`src/rtl/mac_product_accumulator.sv`:
```
// Streaming accumulator: sums LEN multiplier products into an ACC_W-bit result behind valid/ready handshakes.
// Optional MAC_SATURATE_EN clamps the running sum at 2^ACC_W-1 instead of wrapping.
module mac_product_accumulator #(
    parameter int PROD_W = 16,
    parameter int ACC_W  = 24,
    parameter int LEN    = 8,
    localparam int CNT_W = $clog2(LEN + 1)
) (
    input  logic              clk,
    input  logic              rst,
    input  logic [PROD_W-1:0] prod_in,
    input  logic              prod_valid,
    output logic              prod_ready,
    input  logic              clear,
    output logic [ACC_W-1:0]  acc_out,
    output logic              acc_valid,
    input  logic              acc_ready,
    output logic [CNT_W-1:0]  term_cnt,
    output logic              overflow
);

    // Handshakes: a transfer happens on a rising edge where valid and ready are both high.
    // prod_ready depends only on state; acc_valid is exactly "state is HOLD", so it doubles as the state view.
    typedef enum logic {ACC, HOLD} state_t;

    state_t            state, state_next;
    logic [ACC_W-1:0]  sum;
    logic [ACC_W:0]    sum_wide;
    logic [ACC_W-1:0]  sum_add;
    logic              carry;
    logic              accept;
    logic              last_term;

    assign prod_ready = (state == ACC);
    assign acc_valid  = (state == HOLD);
    assign accept     = prod_valid & prod_ready;
    assign last_term  = (term_cnt == CNT_W'(LEN - 1));

    always_comb begin
        sum_wide = {1'b0, sum} + {{(ACC_W + 1 - PROD_W){1'b0}}, prod_in};
        carry    = sum_wide[ACC_W];
`ifdef MAC_SATURATE_EN
        // Once clamped, any further nonzero term carries again, so the sum stays pinned.
        sum_add  = carry ? {ACC_W{1'b1}} : sum_wide[ACC_W-1:0];
`else
        sum_add  = sum_wide[ACC_W-1:0];
`endif
    end

    always_comb begin
        state_next = state;
        case (state)
            ACC:     if (accept && last_term) state_next = HOLD;
            HOLD:    if (acc_ready) state_next = ACC;
            default: state_next = ACC;
        endcase
        if (clear) state_next = ACC;
    end

    always_ff @(posedge clk) begin
        if (rst) begin
            state    <= ACC;
            sum      <= '0;
            term_cnt <= '0;
            overflow <= 1'b0;
            acc_out  <= '0;
        end else begin
            state <= state_next;
            if (clear) begin
                sum      <= '0;
                term_cnt <= '0;
                overflow <= 1'b0;
            end else if (state == HOLD) begin
                if (acc_ready) begin
                    sum      <= '0;
                    term_cnt <= '0;
                    overflow <= 1'b0;
                end
            end else if (accept) begin
                overflow <= overflow | carry;
                sum      <= sum_add;
                if (last_term) begin
                    acc_out  <= sum_add;
                    term_cnt <= CNT_W'(LEN);
                end else begin
                    term_cnt <= term_cnt + CNT_W'(1);
                end
            end
        end
    end

endmodule

```
`config.mk`:
```
export PLATFORM = sky130hd
export DESIGN_NAME = mac_product_accumulator
export DESIGN_NICKNAME = d
export VERILOG_FILES = /design/src/rtl/mac_product_accumulator.sv
export SDC_FILE = /design/constraint.sdc
export NUM_CORES = 1
export LEC_CHECK = 0
export BUFFER_PORTS_ARGS = -buffer_cell sky130_fd_sc_hd__buf_2
export CAP_MARGIN = 10
export CORE_MARGIN = 3
export CORE_UTILIZATION = 40
export CTS_BUF_LIST = sky130_fd_sc_hd__clkbuf_4 sky130_fd_sc_hd__clkbuf_8
export DETAILED_ROUTE_END_ITERATION = 10
export SETUP_SLACK_MARGIN = 0.1
export SLEW_MARGIN = 0
export SYNTH_ARGS = -nofsm -noshare
export SYNTH_HDL_FRONTEND = slang
export SYNTH_SLANG_ARGS = --single-unit
```
`constraint.sdc`:
```
create_clock -name clk -period 5.3 [get_ports clk]
set_input_delay 0.265 -clock clk [delete_from_list [all_inputs] [get_ports clk]]
set_output_delay 0.265 -clock clk [all_outputs]
set_load 0.05 [all_outputs]
```
# Yosys cells after proc, flatten, opt, wreduce, memory -nomap -nowiden
# Cells that the tools add are included.
dict set report op_classes {
  add_sub_neg 2
  muxes 13
  bitwise_logic 4
  eq_ne 2
  n_reduce_logical 5
}
# cell n
set ops {}
lappend ops {{$mux 24} 3}
lappend ops {{$add 24x16->25} 1}
lappend ops {{$mux 4} 4}
lappend ops {{$mux 1} 5}
lappend ops {{$add 4x1->4 const B} 1}
lappend ops {{$eq 4x3->1 const B} 1}
lappend ops {{$reduce_and 4->1} 1}
lappend ops {{$ne 2x2->1 const B} 1}
lappend ops {{$not 1->1} 2}
lappend ops {{$pmux 1 s2} 1}
lappend ops {{$reduce_and 2->1} 1}
lappend ops {{$reduce_bool 2->1} 1}
lappend ops {{$reduce_or 2->1} 1}
lappend ops {{$and 1x1->1} 1}
lappend ops {{$logic_and 1x1->1} 1}
lappend ops {{$or 1x1->1} 1}
dict set report totals {
  inputBits 21
  reg_bits 54
  out_inout_bits 31
}

# Depth between registers and ports, before layout
# Gate-level depths: netlist of the first run.
dict set report depth {
  depth_word 5
  mapped_depth 10
}

# Least setup slack after synthesis of the first run
# No wires, ideal clock.
dict set report synth_timing {
  path_type {register to register}
  startpoint {reg sum[0]}
  endpoint {reg acc_out[20]}
  arrival_time_ps 2420
  stages_incl_launch_ff 11
  setup_time_ps 91
  path_buffers 0
  setup_slack_ps 2789
  t_required_ps 5209
  cell_sequence {dfxtp_1 -> ha_1 -> inv_1 -> fa_1 -> and2b_2 -> o2111ai_2 -> a32oi_2 -> o311ai_2 -> and2_4 -> or3_1 -> a311oi_1}
}
dict set report synth_between {
  elab_chain_cells 1
}
# element line_no
set synth_lines {}
lappend synth_lines {{start: declaration} 27} ;# logic [ACC_W-1:0] sum;
lappend synth_lines {{start signal: assignment} 81} ;# sum <= sum_add;
lappend synth_lines {{$add 24x16->25} 40} ;# sum_wide = {1'b0, sum} + {{(ACC_W + 1 - PROD_W){1'b0}}, prod_in};
lappend synth_lines {{end signal: assignment} 83} ;# acc_out <= sum_add;
lappend synth_lines {{end: declaration} 15} ;# output logic [ACC_W-1:0] acc_out,
# Every way passes these cells.
# A chain may end at the register's enable or synchronous reset.

# Final worst setup path of the first run
# Ends and elaborated chain as after synthesis.

==> run_results.csv, run 1 <==
group,metric,value,unit
run_status,status,"finished clean",
synth,synthDistinctLibCells,54,
global_routing,track_usage,17.6,%
place,place_congestion,0.847,
cells_and_area,n_antenna_cell,0,
clock_network,worst_skew_pair.late_latency,0.31,ns
synth,ys_ff_latch,54,
power_and_ir_drop,p_int,0.609,mW
timing,rsz0062_at_grt,"false",
worst_hold_path,hold_end,"acc_valid$_SDFF_PP0_",
clock_network,clk_pin_slew_worst_paths,0.10,ns
synth,synthArstFlopShare,0,%
worst_setup_path,ff2ff_setup_slack,2.55,ns
place,io_buffers,51,
drt,wl,7380,um
timing,finalClockSkew,0.00589,ns
worst_setup_path,start_kind,"flip-flop",
power_and_ir_drop,swShare,27.1,%
worst_setup_path,r2r-end,"acc_out[20]$_SDFFE_PP0P_",
drt,drtIter0Drc,172,
floorplan,io_pins,52,
worst_setup_path,crit_path_end_kind,"flip-flop",
drt,drc,0,
synth,synth_warnings,0,
power_and_ir_drop,pwr-share-seq,50.8,%
place,hpwl,5250,um
cells_and_area,final_nets,444,
worst_setup_path,timing.rr.start,"sum[0]$_SDFFE_PP0P_",
worst_setup_path,cp.arrival,2.97,ns
synth,netlist_instances,365,
worst_hold_path,min_path_type,"in -> reg",
worst_setup_path,reg2reg_depth,10,
timing,final_max_slew_viol_count,0,
drt,dr.pass1.iters,4,
power_and_ir_drop,leakage,1.47,nW
power_and_ir_drop,p_sw,0.227,mW
timing,worst_pin_slew,1.14,ns
timing,relSlewSlack,24.1,%
global_routing,antenna_found_initial,0,
timing,setup_tns,0,ns
timing,fmax,364,MHz
floorplan,core_area,0.00729,sq mm
synth,avgSynthCellArea,8.26,sq um
global_routing,grt_max_degree,36,
timing,hold_slack,0.258,ns
clock_network,clockBufferDepth,2,
run,max_cap_violations,0,
timing,period_minus_slack,2.75,ns
clock_network,cts.sink_count,54,
clock_network,cts_resized,0,
drt,viasPerCell,5.40,
power_and_ir_drop,p_per_area,245,mW/mm^2
floorplan,start_util,41.4,%
drt,antenna_left,0,
timing,fin_crit_sh,51.9,%
clock_network,h-tree-depth,2,
global_routing,grt_first_pass_wirelength,12400,um
cells_and_area,drive_gt1_share,17.5,%
synth,yosysSeqAreaShare,35.9,%
timing,finalSetupViolCount,0,
clock_network,root_buffer,"clkbuf_8",
clock_network,numCtsBuffers,5,
worst_hold_path,hp-start,"acc_ready",
power_and_ir_drop,peakVddDrop,0.103,mV
drt,post_drt_wl_per_cell,14.6,um
clock_network,tritoncts,"yes",
clock_network,post_cts_buffers,0,
clock_network,cts_hold_buf,0,
worst_setup_path,critical_path_class,"reg -> reg",
power_and_ir_drop,p_comb_share,14.4,%
synth,synth-edff-count,0,
power_and_ir_drop,p_clk_share,34.8,%
floorplan,num_rows,31,
synth,syn_area,0.00302,sq mm
floorplan,die_h,92.8,um
worst_hold_path,holdPathStages,3,
synth,ys.flop_type,"dfxtp_1",
global_routing,grt_pass1_vias,2599,
synth,syn-num-nets,404,
floorplan,die-area,0.00862,sq mm
drt,via_count,2727,
cells_and_area,areaGrowthSynthToFinish,13.3,%
global_routing,grt_overflow,0,
floorplan,die_w,92.8,um
worst_setup_path,worstPathMaxFanout,7,
timing,hold_viol,0,
power_and_ir_drop,finalPower,0.836,mW
worst_setup_path,required,5.52,ns
-- metrics by stage --
step,area [sq um],util [%],std cells,worst slack (ns)
finish,3420,46.9,505,2.55
global route,3420,46.9,505,2.38
CTS,3420,46.9,505,2.53
detailed placement,3300,45.3,497,2.54
global placement,3300,45.3,497,2.62
floorplan,3020,-,365,2.79
-- Yosys cell counts (4+ instances only) --
| cell type | number | area (sq um) |
|---|---|---|
| xor2_1 | 5 | 43.8 |
| o211ai_1 | 4 | 30.0 |
| a31oi_1 | 12 | 75.1 |
| nor3_1 | 7 | 35.0 |
| dfxtp_1 | 54 | 1080 |
| a211oi_1 | 9 | 67.6 |
| ha_1 | 17 | 213 |
| o21ai_0 | 11 | 55.1 |
| a21oi_1 | 35 | 175 |
| a21o_1 | 14 | 105 |
| inv_1 | 7 | 26.3 |
| a22o_1 | 6 | 52.6 |
| o21a_1 | 5 | 37.5 |
| nor2_1 | 37 | 139 |
| clkbuf_1 | 12 | 45.0 |
| nand2_1 | 47 | 176 |
| nand3_1 | 7 | 35.0 |
| a22oi_1 | 8 | 60.1 |
| xnor2_1 | 13 | 114 |
-- how the worst max path moves through the flow --
stage                                     from                  endpoint  slack [ns]  cells after the start
final                      sum[0]$_SDFFE_PP0P_  acc_out[20]$_SDFFE_PP0P_        2.55                     10
after global routing      acc_valid$_SDFF_PP0_  acc_out[14]$_SDFFE_PP0P_        2.38                      5
after CTS                  sum[0]$_SDFFE_PP0P_  acc_out[20]$_SDFFE_PP0P_        2.53                     10
after detailed placement            prod_in[0]  acc_out[20]$_SDFFE_PP0P_        2.54                     11
after global placement              prod_valid  acc_out[14]$_SDFFE_PP0P_        2.62                      6
after floorplan            sum[0]$_SDFFE_PP0P_  acc_out[20]$_SDFFE_PP0P_        2.79                     10
-- flip-flops by register name (all words and copies together) (netlist names) --
signal,cells
acc_valid,1
overflow,1
acc_out,24
sum,24
term_cnt,4
-- per-layer routing --
| metal | global-route usage (%) | vias to the layer above | part of all wire [%] |
|---|---|---|---|
| li1 | - | 1398 | - |
| met1 | 25.4 | 1274 | 50 |
| met2 | 26.7 | 50 | 44 |
| met3 | 3.49 | 5 | 4.3 |
| met4 | 4.76 | 0 | 0.99 |
| met5 | 0 | - | 0 |
-- worst max-delay path, stage by stage (launching register included) --
cell	delay (ns)
dfxtp_1	0.35
ha_1	0.17
inv_1	0.05
fa_1	0.40
and2b_2	0.25
o2111ai_2	0.13
a32oi_2	0.34
o311ai_2	0.16
and2_4	0.19
or3_1	0.34
a311oi_1	0.28
-- layout by cell type (no fill, tap or decap), drive strengths merged, types with 2 or more instances in the layout --
cell,count
nor3b,2
a211oi,9
nor3,7
nor4,2
a311oi,2
ha,17
clkbuf,6
o31ai,3
dfxtp,54
nand3b,3
nand2,47
a21oi,35
nand2b,2
or2,2
o21ai,11
nand4,3
buf,52
xnor2,13
o211ai,4
inv,7
nand3,7
and2,4
nor2,38
and2b,2
a22oi,8
a31oi,12
and4,2
a21o,14
xor2,5
and3,3
o21bai,2
o21a,5
nor2b,2
a22o,6
-- area by class of cell --
type	instances	area [sq um]
fillers	764	3870
well taps	99	124
multi-input cells	285	1810
clock buffers	6	76.3
clock inverters	2	37.5
flip-flops and latches	54	1080
repair buffers	52	263
inverters	7	26.3
-- power by group through the flow --
stage          combinational [mW]  clock [mW]  sequential [mW]
4_1_cts                     0.120       0.300            0.425
3_5_place_dp                0.119           0            0.434
5_1_grt                     0.134       0.319            0.427
3_3_place_gp                0.119           0            0.434
2_1_floorplan              0.0909           0            0.433
6_report                    0.121       0.291            0.425
-- kinds of logic (layout without fill, tap and decap cells) --
kind of cell	count (synthesis)	count (layout)	synth area share, %
multiplexers	1	1	0.332
adder cells (fa/ha/maj)	18	18	7.72
AND/OR/NAND/NOR	131	131	20.6
buffers and inverters	26	67	4.15
flip-flops	54	54	35.9
XOR/XNOR	18	18	5.23
AO/OA/AOI/OAI	117	117	26.1
No activity file was read; power rests on OpenSTA's default activity.
==> inputs of run 2 (changes only) <==
Clock period 5.3 ns to 2.5 ns, I/O delays scaled along.
==> run 2 against run 1 <==
Effect of this change:
- the run now ends with setup timing left
- via count grew 4.4%
- fmax increased by 8.8%
- sequential power grew 110%
- design area is 7.2% higher
- critical path depth is 1 higher
- combinational power increased by 140%
- worst setup slack lost 2.6 ns
- register-to-register slack worse by 2.6 ns
- sequential share of layout area is 2.1 points lower
- largest cell class unchanged
- flip-flop and latch count stayed put
==> run_results.csv, run 2 (synthesis gave the netlist of run 1 again) <==
group,metric,value,unit
timing,final_max_slew_viol_count,0,
run_status,violations,"setup timing",
timing,worst_pin_slew,0.410,ns
timing,relSlewSlack,72.7,%
cells_and_area,n_antenna_cell,0,
clock_network,clockBufferDepth,2,
global_routing,grt_first_pass_wirelength,12300,um
drt,antenna_left,0,
drt,via_count,2847,
worst_setup_path,crit_path_end_kind,"flip-flop",
floorplan,num_rows,31,
global_routing,grt_pass1_vias,2626,
drt,drc,0,
clock_network,cts.sink_count,54,
place,hpwl,5480,um
place,placed_cells,509,
timing,finalSetupViolCount,1,
cells_and_area,final_nets,463,
timing,rsz0062_at_grt,"true",
place,dp_slack,0.0371,ns
run_status,status,"finished with violations",
clock_network,cts_hold_buf,0,
worst_hold_path,min_path_type,"in -> reg",
global_routing,track_usage,17.5,%
cells_and_area,drive_gt1_share,25.6,%
floorplan,start_util,41.4,%
global_routing,grt_max_degree,23,
floorplan,io_pins,52,
drt,viasPerCell,5.43,
drt,dr.pass1.iters,4,
worst_setup_path,critical_path_class,"reg -> reg",
clock_network,root_buffer,"clkbuf_8",
clock_network,tritoncts,"yes",
worst_setup_path,start_kind,"flip-flop",
clock_network,worst_skew_pair.late_latency,0.32,ns
power_and_ir_drop,leakage,1.57,nW
worst_setup_path,worstPathMaxFanout,4,
timing,finalClockSkew,0.0120,ns
cells_and_area,final_common_cell,"dfxtp_1",
cells_and_area,areaGrowthSynthToFinish,21.5,%
drt,drtIter0Drc,70,
cells_and_area,reg_top3,"acc_out: 24 flops, sum: 24 flops, term_cnt: 4 flops",
floorplan,core_area,0.00729,sq mm
cells_and_area,stdcell_count,524,
clock_network,h-tree-depth,2,
place,place_congestion,0.851,
cells_and_area,layout_common_cells,"52 x dfxtp_1, 51 x buf_2, 47 x nand2_1",
power_and_ir_drop,p_per_area,494,mW/mm^2
timing,hold_viol,0,
timing,fmax,396,MHz
global_routing,antenna_found_initial,0,
run,max_cap_violations,0,
worst_setup_path,cp.arrival,2.72,ns
timing,fin_ws,-0.0279,ns
floorplan,die_h,92.8,um
worst_setup_path,required,2.69,ns
drt,wl,7700,um
clock_network,numCtsBuffers,5,
power_and_ir_drop,peakVddDrop,0.208,mV
floorplan,die_w,92.8,um
timing,period_minus_slack,2.53,ns
floorplan,die-area,0.00862,sq mm
global_routing,grt_overflow,0,
drt,post_drt_wl_per_cell,14.7,um
clock_network,clk_pin_slew_worst_paths,0.11,ns
place,io_buffers,51,
cells_and_area,fillers,729,
timing,fin_crit_sh,101,%
[run 2: area by class of cell]
type                       count  area, sq um  area share, %
multi-input combinational    285         1910           52.2
sequential                    54         1080           29.6
timing repair buffer          71          405           11.1
tap                           99          124           3.38
clock buffer                   6         76.3           2.08
clock inverter                 2         37.5           1.02
inverter                       7         26.3          0.717
[run 2: routing by layer]
layer	GRT usage (%)	part of all wire [%]	wire [um]	vias to the layer above
li1	-	-	-	1431
met3	3.17	4.4	342	10
met1	23.3	48	3660	1334
met4	4.88	1.3	102	0
met2	29.0	47	3590	72
met5	0	0	0	-
[run 2: repair_timing]
action / 4_1_cts / 5_1_grt
gates resized for setup: 2 / 16
endpoints found under the setup margin: 6 / 20
pin swaps: 8 / 11
setup buffers: 4 / 3
[run 2: stage by stage]
stage	hold slack, ns	utilization, %	TNS, ns	power (mW)	instance area (sq um)
detailed placement	0.446	46.8	0	1.19	3410
global placement	0.439	46.8	0	1.19	3410
CTS	0.105	48.8	0	1.81	3560
global route	0.125	50.2	-0.186	1.89	3660
finish	0.111	50.2	-0.0279	1.81	3660
floorplan	0.312	-	0	1.11	3030
[run 2: path summary, 6_finish.rpt]
path              cells past startpoint                        to                     from  slack, ns
hold / removal                        3      acc_valid$_SDFF_PP0_                acc_ready       0.11
setup reg to reg                     11  acc_out[20]$_SDFFE_PP0P_      sum[0]$_SDFFE_PP0P_      -0.03
hold reg to reg                       2   acc_out[2]$_SDFFE_PP0P_  acc_out[2]$_SDFFE_PP0P_       0.46
setup / recovery                     11  acc_out[20]$_SDFFE_PP0P_      sum[0]$_SDFFE_PP0P_      -0.03
[run 2: power by group]
group	switching, mW	internal [mW]	leakage [nW]	total (mW)
registers	0.0212	0.880	0.437	0.901
clock network	0.303	0.310	0.0548	0.614
logic	0.170	0.124	1.08	0.294
total	0.495	1.31	1.57	1.81
[run 2: worst max-delay path, cell delays in order (launching register included)]
cell and delay [ns]:
dfxtp_2 0.36, ha_4 0.13, inv_2 0.03, fa_2 0.33, and2b_2 0.26, o2111ai_4 0.12, a32oi_2 0.28, o311ai_2 0.13
and2_4 0.20, buf_4 0.14, o21ai_0 0.27, a311oi_2 0.15
==> inputs of run 3 (changes only) <==
--- a/config.mk
+++ b/config.mk
@@ -12,4 +12,5 @@
 export CTS_BUF_LIST = sky130_fd_sc_hd__clkbuf_4 sky130_fd_sc_hd__clkbuf_8
 export DETAILED_ROUTE_END_ITERATION = 10
+export PLACE_DENSITY_LB_ADDON = 0.12
 export SETUP_SLACK_MARGIN = 0.1
 export SLEW_MARGIN = 0
==> constraint.sdc (replaced) <==
create_clock -name clk -period 2.5 [get_ports clk]
set_input_delay 0.125 -clock clk [delete_from_list [all_inputs] [get_ports clk]]
set_output_delay 0.125 -clock clk [all_outputs]
set_load 0.01 [all_outputs]
==> run 3 against run 2 <==
Effect of this change:
- the flow still finishes with violations (setup timing)
- sequential share of layout area fell by 0.30 points
- first-iteration DRC count rose by 37%
- register-to-register slack barely moved
- critical path type unchanged
- largest power group unchanged
==> run_results.csv, run 3 (synthesis gave the netlist of run 1 again) <==
group,metric,value,unit
timing,period_minus_slack,2.51,ns
worst_setup_path,critical_path_class,"reg -> reg",
floorplan,io_pins,52,
cells_and_area,multi_input_area,0.00195,sq mm
cells_and_area,final_common_cell,"dfxtp_1",
drt,dr.pass1.iters,4,
timing,fin_ws,-0.0139,ns
place,dp_slack,-0.00952,ns
floorplan,core_area,0.00729,sq mm
timing,finalClockSkew,0.00447,ns
clock_network,cts.sink_count,54,
drt,via_count,2836,
place,io_buffers,51,
clock_network,tritoncts,"yes",
floorplan,die_h,92.8,um
clock_network,worst_skew_pair.late_latency,0.31,ns
global_routing,grt_first_pass_wirelength,12800,um
timing,final_max_slew_viol_count,0,
global_routing,grt_overflow,0,
place,hpwl,5510,um
floorplan,die-area,0.00862,sq mm
place,placed_cells,508,
place,place_congestion,0.948,
drt,antenna_left,0,
worst_setup_path,cp.arrival,2.75,ns
power_and_ir_drop,peakVddDrop,0.197,mV
global_routing,grt_max_degree,32,
drt,drtIter0Drc,96,
timing,fin_crit_sh,101,%
timing,worst_pin_slew,0.435,ns
cells_and_area,n_antenna_cell,0,
timing,rsz0062_at_grt,"true",
floorplan,num_rows,31,
cells_and_area,area.sequential,0.00108,sq mm
drt,post_drt_wl_per_cell,14.8,um
clock_network,numCtsBuffers,5,
cells_and_area,fillers,745,
drt,viasPerCell,5.39,
clock_network,root_buffer,"clkbuf_8",
global_routing,grt_pass1_vias,2652,
timing,hold_viol,0,
power_and_ir_drop,p_per_area,465,mW/mm^2
global_routing,track_usage,18.3,%
run_status,violations,"setup timing",
timing,hold_slack,0.0549,ns
timing,fmax,398,MHz
cells_and_area,areaGrowthSynthToFinish,22.6,%
floorplan,die_w,92.8,um
worst_setup_path,crit_path_end_kind,"flip-flop",
run,max_cap_violations,0,
cells_and_area,stdcell_count,526,
cells_and_area,final_nets,465,
clock_network,clockBufferDepth,2,
clock_network,clk_pin_slew_worst_paths,0.10,ns
power_and_ir_drop,leakage,1.57,nW
worst_setup_path,worstPathMaxFanout,5,
worst_setup_path,required,2.73,ns
timing,finalSetupViolCount,1,
floorplan,start_util,41.4,%
worst_setup_path,start_kind,"flip-flop",
cells_and_area,drive_gt1_share,26.7,%
cells_and_area,layout_common_cells,"53 x dfxtp_1, 51 x buf_2, 46 x nand2_1",
run_status,status,"finished with violations",
clock_network,h-tree-depth,2,
global_routing,antenna_found_initial,0,
drt,wl,7770,um
clock_network,cts_hold_buf,0,
drt,drc,0,
worst_hold_path,min_path_type,"in -> reg",
cells_and_area,reg_top3,"acc_out: 24 flops, sum: 24 flops, term_cnt: 4 flops",
timing,relSlewSlack,70.9,%
==> run 3: cell types whose count changed in the layout (fill, tap and decap cells not counted), sizes merged <==
cell and delta:
clkinv +1, bufinv -1, buf +2
==> run 3: report_power, final <==
part | total (mW) | internal (mW) | switching, mW
Combinational | 0.291 | 0.124 | 0.167
Clock | 0.528 | 0.224 | 0.304
Sequential | 0.901 | 0.879 | 0.0215
==> run 3: worst paths after layout <==
| kind | slack, ns | depth (start not counted) | start | endpoint |
|---|---|---|---|---|
| setup reg to reg | -0.01 | 10 | sum[0]$_SDFFE_PP0P_ | acc_out[20]$_SDFFE_PP0P_ |
| setup / recovery | -0.01 | 10 | sum[0]$_SDFFE_PP0P_ | acc_out[20]$_SDFFE_PP0P_ |
| hold reg to reg | 0.46 | 2 | acc_out[2]$_SDFFE_PP0P_ | acc_out[2]$_SDFFE_PP0P_ |
| hold / removal | 0.05 | 2 | rst | acc_out[23]$_SDFFE_PP0P_ |
==> run 3: metal layers <==
layer  up-vias  global-route usage (%)  share of wire, %
met5         -                       0                 0
met4         0                    5.25               2.0
met3        13                    3.25               3.6
met2        51                    28.8                46
met1      1325                    25.6                49
li1       1447                       -                 -
==> run 3: worst max-delay path, cell delays in order, from the launching register on <==
cell and delay, ns:
dfxtp_2 0.36, ha_4 0.13, inv_2 0.03, fa_2 0.33
and2b_2 0.23, o2111ai_2 0.13, a32oi_2 0.32, o311ai_4 0.12
and2_4 0.20, or3_4 0.32, a311oi_2 0.25
==> run 3: layout make-up <==
cell class / count / share of cell area, %
clock buffers: 6 / 2.23
clock inverters: 2 / 0.338
inverters: 7 / 0.711
multi-input cells: 285 / 52.6
flip-flops and latches: 54 / 29.3
well taps: 99 / 3.35
repair buffers: 73 / 11.5
==> run 3: repair_timing <==
action	in CTS	in global routing
setup buffers	6	4
setup endpoints to repair	5	21
resized for setup	4	21
pin swaps	9	12
==> run 3: through the flow <==
stage	setup TNS (ns)	utilization, %	power [mW]	instance area [sq um]
finish	-0.0139	50.7	1.72	3700
global route	-0.256	50.7	1.80	3700
CTS	0	48.8	1.72	3560
detailed placement	-0.00952	46.7	1.19	3400
global placement	0	46.7	1.19	3400
floorplan	0	-	1.11	3030
